**config.mk**
```make
export PLATFORM = sky130hd
export DESIGN_NAME = xilinx_sdp_bram_reader_flat
export DESIGN_NICKNAME = d
export VERILOG_FILES = /design/src/rtl/xilinx_primitive_pkg.sv /design/src/rtl/xilinx_sdp_bram_reader_if.sv /design/src/rtl/xilinx_sdp_reader_fifo.sv /design/src/rtl/xilinx_sdp_bram_reader.sv /design/src/flat_wrapper.sv
export SDC_FILE = /design/constraint.sdc
export NUM_CORES = 1
export LEC_CHECK = 0
export CORE_AREA = 2 2 119 121
export DETAILED_ROUTE_END_ITERATION = 8
export DIE_AREA = 0 0 121 123
export GPL_TIMING_DRIVEN = 0
export PLACE_DENSITY_LB_ADDON = 0.25
export SYNTH_ARGS = -nofsm -noshare
export SYNTH_HDL_FRONTEND = slang
export SYNTH_HIERARCHICAL = 1
export SYNTH_SLANG_ARGS = --single-unit
```
**constraint.sdc**
```tcl
create_clock -name CLK -period 7.9 [get_ports CLK]
set_clock_uncertainty 0.2 [all_clocks]
set_input_delay 1.58 -clock CLK [delete_from_list [all_inputs] [get_ports CLK]]
set_output_delay 1.58 -clock CLK [all_outputs]
set_load 0.03 [all_outputs]
```
**src/rtl/xilinx_primitive_pkg.sv**
```systemverilog
// Shared types and helpers for the Xilinx primitive wrappers.
// Holds the SDP BRAM reader state encoding and its read-latency rule.
package xilinx_primitive_pkg;

    localparam int RDADDR_WIDTH = 15;

    typedef enum logic [1:0] {
        IDLE,
        ISSUE,
        DRAIN
    } reader_state_t;

    function automatic int rd_latency(input int do_reg);
        return 1 + do_reg;
    endfunction

endpackage

```
**src/rtl/xilinx_sdp_bram_reader_if.sv**
```systemverilog
// Bundles the command port, the BRAM read port and the output stream of the SDP reader.
// master is the reader's view; slave is the view of the surrounding BRAM, commander and consumer.
interface xilinx_sdp_bram_reader_if #(
    parameter int READ_WIDTH = 36,
    parameter int ADDR_WIDTH = 10,
    parameter int LEN_WIDTH  = 16
);
    import xilinx_primitive_pkg::*;

    logic                    CMD_VALID;
    logic                    CMD_READY;
    logic [ADDR_WIDTH-1:0]   CMD_ADDR;
    logic [LEN_WIDTH-1:0]    CMD_LEN;
    logic [RDADDR_WIDTH-1:0] RDADDR;
    logic                    RDEN;
    logic                    REGCE;
    logic [READ_WIDTH-1:0]   DO;
    logic                    M_VALID;
    logic                    M_READY;
    logic [READ_WIDTH-1:0]   M_DATA;
    logic                    M_LAST;
    logic                    BUSY;

    modport master (
        input  CMD_VALID, CMD_ADDR, CMD_LEN, DO, M_READY,
        output CMD_READY, RDADDR, RDEN, REGCE, M_VALID, M_DATA, M_LAST, BUSY
    );

    modport slave (
        output CMD_VALID, CMD_ADDR, CMD_LEN, DO, M_READY,
        input  CMD_READY, RDADDR, RDEN, REGCE, M_VALID, M_DATA, M_LAST, BUSY
    );

endinterface

```
**src/rtl/xilinx_sdp_reader_fifo.sv**
```systemverilog
// Output FIFO for the SDP reader: one registered output stage plus DEPTH-1 storage entries.
// count covers the output stage as well, so the reader's credit logic sees total occupancy.
module xilinx_sdp_reader_fifo #(
    parameter int WIDTH = 37,
    parameter int DEPTH = 4
) (
    input  logic                       clk,
    input  logic                       rst,
    input  logic                       wr_en,
    input  logic [WIDTH-1:0]           wr_data,
    input  logic                       rd_en,
    output logic                       rd_valid,
    output logic [WIDTH-1:0]           rd_data,
    output logic [$clog2(DEPTH+1)-1:0] count
);
    localparam int CW        = $clog2(DEPTH + 1);
    localparam int RAM_DEPTH = DEPTH - 1;
    localparam int PW        = (RAM_DEPTH > 1) ? $clog2(RAM_DEPTH) : 1;

    logic [WIDTH-1:0] ram [RAM_DEPTH];
    logic [PW-1:0]    wr_ptr;
    logic [PW-1:0]    rd_ptr;
    logic [CW-1:0]    ram_count;
    logic             out_valid;
    logic [WIDTH-1:0] out_data;
    logic             take_out;
    logic             ram_pop;
    logic             ram_push;

    function automatic logic [PW-1:0] next_ptr(input logic [PW-1:0] ptr);
        return (ptr == PW'(RAM_DEPTH - 1)) ? '0 : ptr + 1'b1;
    endfunction

    // A write goes straight to the output stage when that stage is free and storage is empty.
    always_comb begin
        take_out = !out_valid || rd_en;
        ram_pop  = take_out && (ram_count != '0);
        ram_push = wr_en && !(take_out && (ram_count == '0));
    end

    always_ff @(posedge clk) begin
        if (ram_push) begin
            ram[wr_ptr] <= wr_data;
        end
    end

    always_ff @(posedge clk) begin
        if (rst) begin
            wr_ptr    <= '0;
            rd_ptr    <= '0;
            ram_count <= '0;
            out_valid <= 1'b0;
            out_data  <= '0;
        end else begin
            if (take_out) begin
                if (ram_pop) begin
                    out_data  <= ram[rd_ptr];
                    out_valid <= 1'b1;
                end else if (wr_en) begin
                    out_data  <= wr_data;
                    out_valid <= 1'b1;
                end else begin
                    out_valid <= 1'b0;
                end
            end
            if (ram_push) begin
                wr_ptr <= next_ptr(wr_ptr);
            end
            if (ram_pop) begin
                rd_ptr <= next_ptr(rd_ptr);
            end
            case ({ram_push, ram_pop})
                2'b10:   ram_count <= ram_count + 1'b1;
                2'b01:   ram_count <= ram_count - 1'b1;
                default: ram_count <= ram_count;
            endcase
        end
    end

    assign rd_valid = out_valid;
    assign rd_data  = out_data;
    assign count    = ram_count + CW'(out_valid);

endmodule

```
**src/rtl/xilinx_sdp_bram_reader.sv**
```systemverilog
// Burst read controller for the simple dual-port BRAM read port, delivering a valid/ready stream.
// Optional STALL_CNT output is enabled by defining XILINX_SDP_READER_STALL_CNT_EN.
module xilinx_sdp_bram_reader
    import xilinx_primitive_pkg::*;
#(
    parameter int READ_WIDTH = 36,
    parameter int ADDR_WIDTH = 10,
    parameter int DO_REG     = 1,
    parameter int LEN_WIDTH  = 16,
    parameter int FIFO_DEPTH = 4
) (
    input  logic CLK,
    input  logic RST,
    xilinx_sdp_bram_reader_if.master bus
`ifdef XILINX_SDP_READER_STALL_CNT_EN
    ,
    output logic [31:0] STALL_CNT
`endif
);
    localparam int LAT = rd_latency(DO_REG);
    localparam int CW  = $clog2(FIFO_DEPTH + 1);

    if (FIFO_DEPTH < LAT + 2) begin : g_depth_check
        $error("xilinx_sdp_bram_reader: FIFO_DEPTH must be at least read latency + 2");
    end

    reader_state_t         state;
    reader_state_t         state_next;
    logic [ADDR_WIDTH-1:0] addr;
    logic [LEN_WIDTH-1:0]  remain;
    logic [LAT-1:0]        tag_valid;
    logic [LAT-1:0]        tag_last;
    logic [CW-1:0]         fifo_count;
    logic [CW-1:0]         inflight;
    logic                  credit;
    logic                  issue;
    logic                  cmd_ready;
    logic                  cmd_fire;
    logic                  fifo_valid;
    logic                  fifo_last;
    logic [READ_WIDTH-1:0] fifo_data;
    logic                  last_fire;

    always_comb begin
        inflight = '0;
        for (int i = 0; i < LAT; i++) begin
            inflight = inflight + CW'(tag_valid[i]);
        end
    end

    // Every issued read already owns a FIFO slot, so the FIFO can never overflow.
    assign credit    = ({1'b0, fifo_count} + {1'b0, inflight}) < (CW + 1)'(FIFO_DEPTH);
    assign last_fire = fifo_valid && bus.M_READY && fifo_last;
    assign cmd_fire  = bus.CMD_VALID && cmd_ready;

    always_comb begin
        state_next = state;
        cmd_ready  = 1'b0;
        issue      = 1'b0;
        case (state)
            IDLE: begin
                cmd_ready = !RST;
                if (bus.CMD_VALID && cmd_ready) begin
                    state_next = ISSUE;
                end
            end
            ISSUE: begin
                issue = credit && !RST;
                if (issue && (remain == '0)) begin
                    state_next = DRAIN;
                end
            end
            DRAIN: begin
                if (last_fire) begin
                    state_next = IDLE;
                end
            end
            default: state_next = IDLE;
        endcase
    end

    always_ff @(posedge CLK) begin
        if (RST) begin
            state <= IDLE;
        end else begin
            state <= state_next;
        end
    end

    // The tag pipeline mirrors the BRAM read latency so DO is captured exactly when it is valid.
    always_ff @(posedge CLK) begin
        if (RST) begin
            addr      <= '0;
            remain    <= '0;
            tag_valid <= '0;
            tag_last  <= '0;
        end else begin
            if (cmd_fire) begin
                addr   <= bus.CMD_ADDR;
                remain <= bus.CMD_LEN;
            end else if (issue) begin
                addr   <= addr + 1'b1;
                remain <= remain - 1'b1;
            end
            tag_valid[0] <= issue;
            tag_last[0]  <= issue && (remain == '0);
            for (int i = 1; i < LAT; i++) begin
                tag_valid[i] <= tag_valid[i-1];
                tag_last[i]  <= tag_last[i-1];
            end
        end
    end

    xilinx_sdp_reader_fifo #(
        .WIDTH(READ_WIDTH + 1),
        .DEPTH(FIFO_DEPTH)
    ) u_fifo (
        .clk     (CLK),
        .rst     (RST),
        .wr_en   (tag_valid[LAT-1]),
        .wr_data ({tag_last[LAT-1], bus.DO}),
        .rd_en   (bus.M_READY),
        .rd_valid(fifo_valid),
        .rd_data ({fifo_last, fifo_data}),
        .count   (fifo_count)
    );

    assign bus.CMD_READY = cmd_ready;
    assign bus.RDADDR    = RDADDR_WIDTH'(addr);
    assign bus.RDEN      = issue;
    assign bus.REGCE     = (DO_REG != 0);
    assign bus.M_VALID   = fifo_valid;
    assign bus.M_DATA    = fifo_data;
    assign bus.M_LAST    = fifo_last;
    assign bus.BUSY      = (state != IDLE);

`ifdef XILINX_SDP_READER_STALL_CNT_EN
    always_ff @(posedge CLK) begin
        if (RST) begin
            STALL_CNT <= '0;
        end else if (fifo_valid && !bus.M_READY && (STALL_CNT != '1)) begin
            STALL_CNT <= STALL_CNT + 1'b1;
        end
    end
`endif

endmodule

```
**src/flat_wrapper.sv**
```systemverilog
// flat-port wrapper written by rule: the top's interface ports become plain ports
module xilinx_sdp_bram_reader_flat import xilinx_primitive_pkg::*;
#(
    parameter int READ_WIDTH = 36,
    parameter int ADDR_WIDTH = 10,
    parameter int DO_REG     = 1,
    parameter int LEN_WIDTH  = 16,
    parameter int FIFO_DEPTH = 4
)
  (CLK, RST, bus_CMD_VALID, bus_CMD_ADDR, bus_CMD_LEN, bus_DO, bus_M_READY, bus_CMD_READY, bus_RDADDR, bus_RDEN, bus_REGCE, bus_M_VALID, bus_M_DATA, bus_M_LAST, bus_BUSY);
  xilinx_sdp_bram_reader_if #(.READ_WIDTH(READ_WIDTH), .ADDR_WIDTH(ADDR_WIDTH), .LEN_WIDTH(LEN_WIDTH)) bus_i ();
  input  logic CLK;
  input  logic RST;
  input wire logic [$bits(bus_i.CMD_VALID)-1:0] bus_CMD_VALID;
  input wire logic [$bits(bus_i.CMD_ADDR)-1:0] bus_CMD_ADDR;
  input wire logic [$bits(bus_i.CMD_LEN)-1:0] bus_CMD_LEN;
  input wire logic [$bits(bus_i.DO)-1:0] bus_DO;
  input wire logic [$bits(bus_i.M_READY)-1:0] bus_M_READY;
  output wire logic [$bits(bus_i.CMD_READY)-1:0] bus_CMD_READY;
  output wire logic [$bits(bus_i.RDADDR)-1:0] bus_RDADDR;
  output wire logic [$bits(bus_i.RDEN)-1:0] bus_RDEN;
  output wire logic [$bits(bus_i.REGCE)-1:0] bus_REGCE;
  output wire logic [$bits(bus_i.M_VALID)-1:0] bus_M_VALID;
  output wire logic [$bits(bus_i.M_DATA)-1:0] bus_M_DATA;
  output wire logic [$bits(bus_i.M_LAST)-1:0] bus_M_LAST;
  output wire logic [$bits(bus_i.BUSY)-1:0] bus_BUSY;
  assign bus_i.CMD_VALID = bus_CMD_VALID;
  assign bus_i.CMD_ADDR = bus_CMD_ADDR;
  assign bus_i.CMD_LEN = bus_CMD_LEN;
  assign bus_i.DO = bus_DO;
  assign bus_i.M_READY = bus_M_READY;
  assign bus_CMD_READY = bus_i.CMD_READY;
  assign bus_RDADDR = bus_i.RDADDR;
  assign bus_RDEN = bus_i.RDEN;
  assign bus_REGCE = bus_i.REGCE;
  assign bus_M_VALID = bus_i.M_VALID;
  assign bus_M_DATA = bus_i.M_DATA;
  assign bus_M_LAST = bus_i.M_LAST;
  assign bus_BUSY = bus_i.BUSY;
  xilinx_sdp_bram_reader #(.READ_WIDTH(READ_WIDTH), .ADDR_WIDTH(ADDR_WIDTH), .DO_REG(DO_REG), .LEN_WIDTH(LEN_WIDTH), .FIFO_DEPTH(FIFO_DEPTH)) u_core (.CLK(CLK), .RST(RST), .bus(bus_i));
endmodule
```
==> summary.txt <==
Status
  • Outcome: finished, final reports clean

Global routing
  • Grt met2 use: approximately 42%
  • Initial antenna violation count: 0
  • Pin count of the biggest net entering global routing: 38
  • GR Util All Layers: between 20% and 30%
  • Vias in the first global route: approximately 5500
  • GRT Max-Usage Layer: met2
  • GR Overflow Total: 0
  • Met1 Usage GRT: slightly below 30%
  • Global-route met3 utilization: 4.24%
  • First-pass GRT wire length: 27700 um

Clocking
  • Clock root buffer: clkbuf_16
  • Post-CTS Setup Bufs: 0
  • Skew-Pair Late Insertion Delay: between 0.4 and 0.5 ns
  • Resized Gates After CTS: 0
  • TritonCTS clock tree: yes
  • H-tree lvl count: 4
  • Total CTS buffers: 17
  • Hold_buf cts: 0
  • Reg clk slew, reported paths: ~0.070 ns
  • CTS sink cnt: 190
  • Clock buffer depth: 2

Floorplan
  • Die width: ~120 um
  • Core area: roughly 0.014 mm^2
  • Ports: between 100 and 150
  • Die Height: around 120 um
  • Die footprint: between 0.01 and 0.015 mm^2
  • Row cnt: 43
  • Starting Density: between 50% and 60%

Synth
  • Area contributors post-synth: edfxtp_1, dfxtp_1, mux2i_1
  • Simple-Gate Fraction of Synth Area: 9.82%
  • Post-synthesis adder-cell area fraction: under 10%
  • Synth Area in XOR/XNOR: between 1 and 1.5%
  • Mux cell area share after synthesis: between 10% and 20%
  • Post-synth top flop: edfxtp_1
  • YS warnings: 6
  • Area share of the largest cell type after synthesis: about 43%
  • Syn avg cell area: ~13 um^2
  • Cell variety after synth: 61
  • Most frequent cell after synthesis: edfxtp_1
  • Netlist Area Pre-Place: 0.00780 mm^2
  • Register bit total from synthesis: 190
  • Mapped Cells: 602
  • Synth area leader: edfxtp_1
  • EDFF count, synth: approximately 110
  • Async SR Flop Fraction: 0%
  • Main combinational cell family by area after synthesis: compound AO/OA/AOI/OAI gates
  • Seq/Total Area, Yosys: roughly 63%
  • Post-synth top cells: edfxtp_1, dfxtp_1, nor2_1
  • Synth Area in Compound Gates: 11.3%

STA
  • F_max: between 150 and 200 MHz
  • Hold Fails Final Rpt: 0
  • Final period util: 72.7%
  • Slew margin rel.: roughly 31%
  • Worst slew pin tran: between 1 and 1.5 ns
  • Final Hold Slack: between 0.2 and 0.3 ns
  • Setup violations, final: 0
  • Final Max Slew Viols: 0
  • Fin Setup TNS: 0 ns
  • RSZ-0062 raised after global routing: false
  • Min Tclk post-route: approximately 5.7 ns

Critical path
  • Crit. Startpoint: RST
  • Worst r2r path cells: 7
  • Critical path endpoint: bus_RDEN
  • CP Capture Type: output pin
  • R2R Path Start: u_core/u_fifo/rd_valid$_SDFFE_PP0P_
  • Arr. time, crit path: about 4 ns
  • Worst-path fanout max: 9
  • Reg2reg setup slack: just under 5 ns
  • Worst stage delay on the critical path: about 0.71 ns
  • Critical Path Start Type: input pin
  • CP required: approximately 6.1 ns
  • Worst R2R End: u_core/remain[8]$_SDFFE_PP0P_
  • WS Path Type: in2out
  • Most frequent CP cell: clkdlybuf4s50_1
  • Crit path max-delay cell type: clkdlybuf4s50_1
  • Critical Path, Cell by Cell: clkdlybuf4s50_1 -> or4b_4 -> a21o_1 -> inv_2 -> clkdlybuf4s50_1

Min path
  • Hold path depth: 1
  • Hold/Removal Path Class: reg2reg
  • Hold_sp: u_core/tag_last[0]$_SDFF_PP0_

Pwr
  • Leak pwr: around 3.5 nW
  • Pwr per Cell Area: between 200 and 300 mW/mm^2
  • Maximum vdd drop: about 170 uV

Routing
  • 1st-iter DRT viols: roughly 380
  • Via count: approximately 5500
  • Drc violations: 0
  • Routed len/inst: ~19 um
  • Remaining antenna violation count: 0
  • WL final: ~18000 um
  • DRT Pass-1 Iters: 5
  • Vias/cell: around 5.8

Final layout
  • Final nets: around 820
  • Area delta synth->final: 26.8%
  • Antenna fix cells: 0
  • Share of layout cells above drive strength 1: 10.1%

Flow run
  • Max-capacitance violation count: 0

Placement
  • I/O Buffers: 116
  • GPL Wtd Cong: between 0.8 and 0.9
  • DP Wirelength: around 12000 um
## registers in the layout (all words and copies together) (netlist names), named ones only
| register | flops |
|---|---|
| u_core/remain | 16 |
| u_core/u_fifo/wr_ptr | 2 |
| u_core/u_fifo/ram | 111 |
| u_core/u_fifo/rd_data | 37 |
| u_core/u_fifo/rd_ptr | 2 |
| u_core/state | 2 |
| u_core/u_fifo/rd_valid | 1 |
| u_core/tag_valid | 2 |
| u_core/u_fifo/ram_count | 3 |
| u_core/tag_last | 2 |
| u_core/addr | 10 |
## worst min path at each step
| stage | endpoint | slack [ns] |
|---|---|---|
| after floorplan | u_core/tag_last[1]$_SDFF_PP0_ | 0.21 |
| after global placement | u_core/tag_last[1]$_SDFF_PP0_ | 0.22 |
| after detailed placement | u_core/tag_last[1]$_SDFF_PP0_ | 0.23 |
| after CTS | u_core/tag_last[1]$_SDFF_PP0_ | 0.26 |
| after global routing | u_core/tag_last[1]$_SDFF_PP0_ | 0.26 |
| final | u_core/tag_last[1]$_SDFF_PP0_ | 0.25 |
## power by group
group          switching (mW)  internal [mW]
sequential             0.0794           1.16
clock                   0.362          0.497
combinational           0.467          0.350
total                   0.908           2.01
## layout make-up
| type | count | area, um^2 |
|---|---|---|
| buffer | 38 | 208 |
| clock buffer | 18 | 429 |
| clock inverter | 14 | 168 |
| fill | 942 | 3720 |
| inverter | 13 | 48.8 |
| multi-input combinational | 365 | 2650 |
| sequential | 190 | 4910 |
| tap | 180 | 225 |
| timing repair buffer | 123 | 1240 |
## through the flow
step	utilization [%]	setup slack, ns	power [mW]	instance area (um^2)	std cells
6_report	72.6	2.16	2.92	9890	941
5_1_grt	72.6	2.06	3.04	9890	941
4_1_cts	72.6	2.16	2.92	9890	941
3_5_place_dp	68.3	2.17	2.07	9290	909
3_3_place_gp	67.6	0.0748	2.04	9200	902
2_1_floorplan	-	2.54	1.75	7810	606
## layer usage
layer / share of wire (%) / routed length, um
met3: 5.6 / 995
met5: 0 / 0
met2: 51 / 9030
met4: 1.6 / 282
met1: 42 / 7410
## cell usage in the layout (no fill, tap or decap), types with 7 or more instances in the layout
cell             synthesis  layout
mux2_1                   8       8
or3_1                    9       9
nand2_1                 11      11
mux2i_1                 59      59
buf_6                    1       7
a211oi_1                14      14
edfxtp_1               111     111
buf_2                    7       7
clkbuf_1                17      18
a21oi_1                 30      30
nor2_1                  67      67
ha_1                     7       7
o22ai_1                 20      20
nor4_1                   7       7
a221o_1                 17      17
dfxtp_1                 79      79
or4_1                    8       8
clkbuf_16                0      17
a311oi_1                10      10
clkdlybuf4s50_1          0     116
buf_4                   10      10
inv_1                   12      11
mux2_2                   9       9
## cell families (layout without fill, tap and decap cells)
group / count (synthesis) / count (layout)
multiplexers: 76 / 76
adder cells (fa/ha/maj): 8 / 8
AND/OR/NAND/NOR: 143 / 143
other: 2 / 6
buffers and inverters: 51 / 206
XOR/XNOR: 9 / 9
AO/OA/AOI/OAI: 123 / 123
flip-flops: 190 / 190
## worst max-delay path: cells and delay by family
| family | cells | cell delay (ns) |
|---|---|---|
| compound gates | 1 | 0.24 |
| buf+inv | 3 | 1.50 |
| simple gates | 1 | 0.63 |
Power figures use the tool's default switching activity.
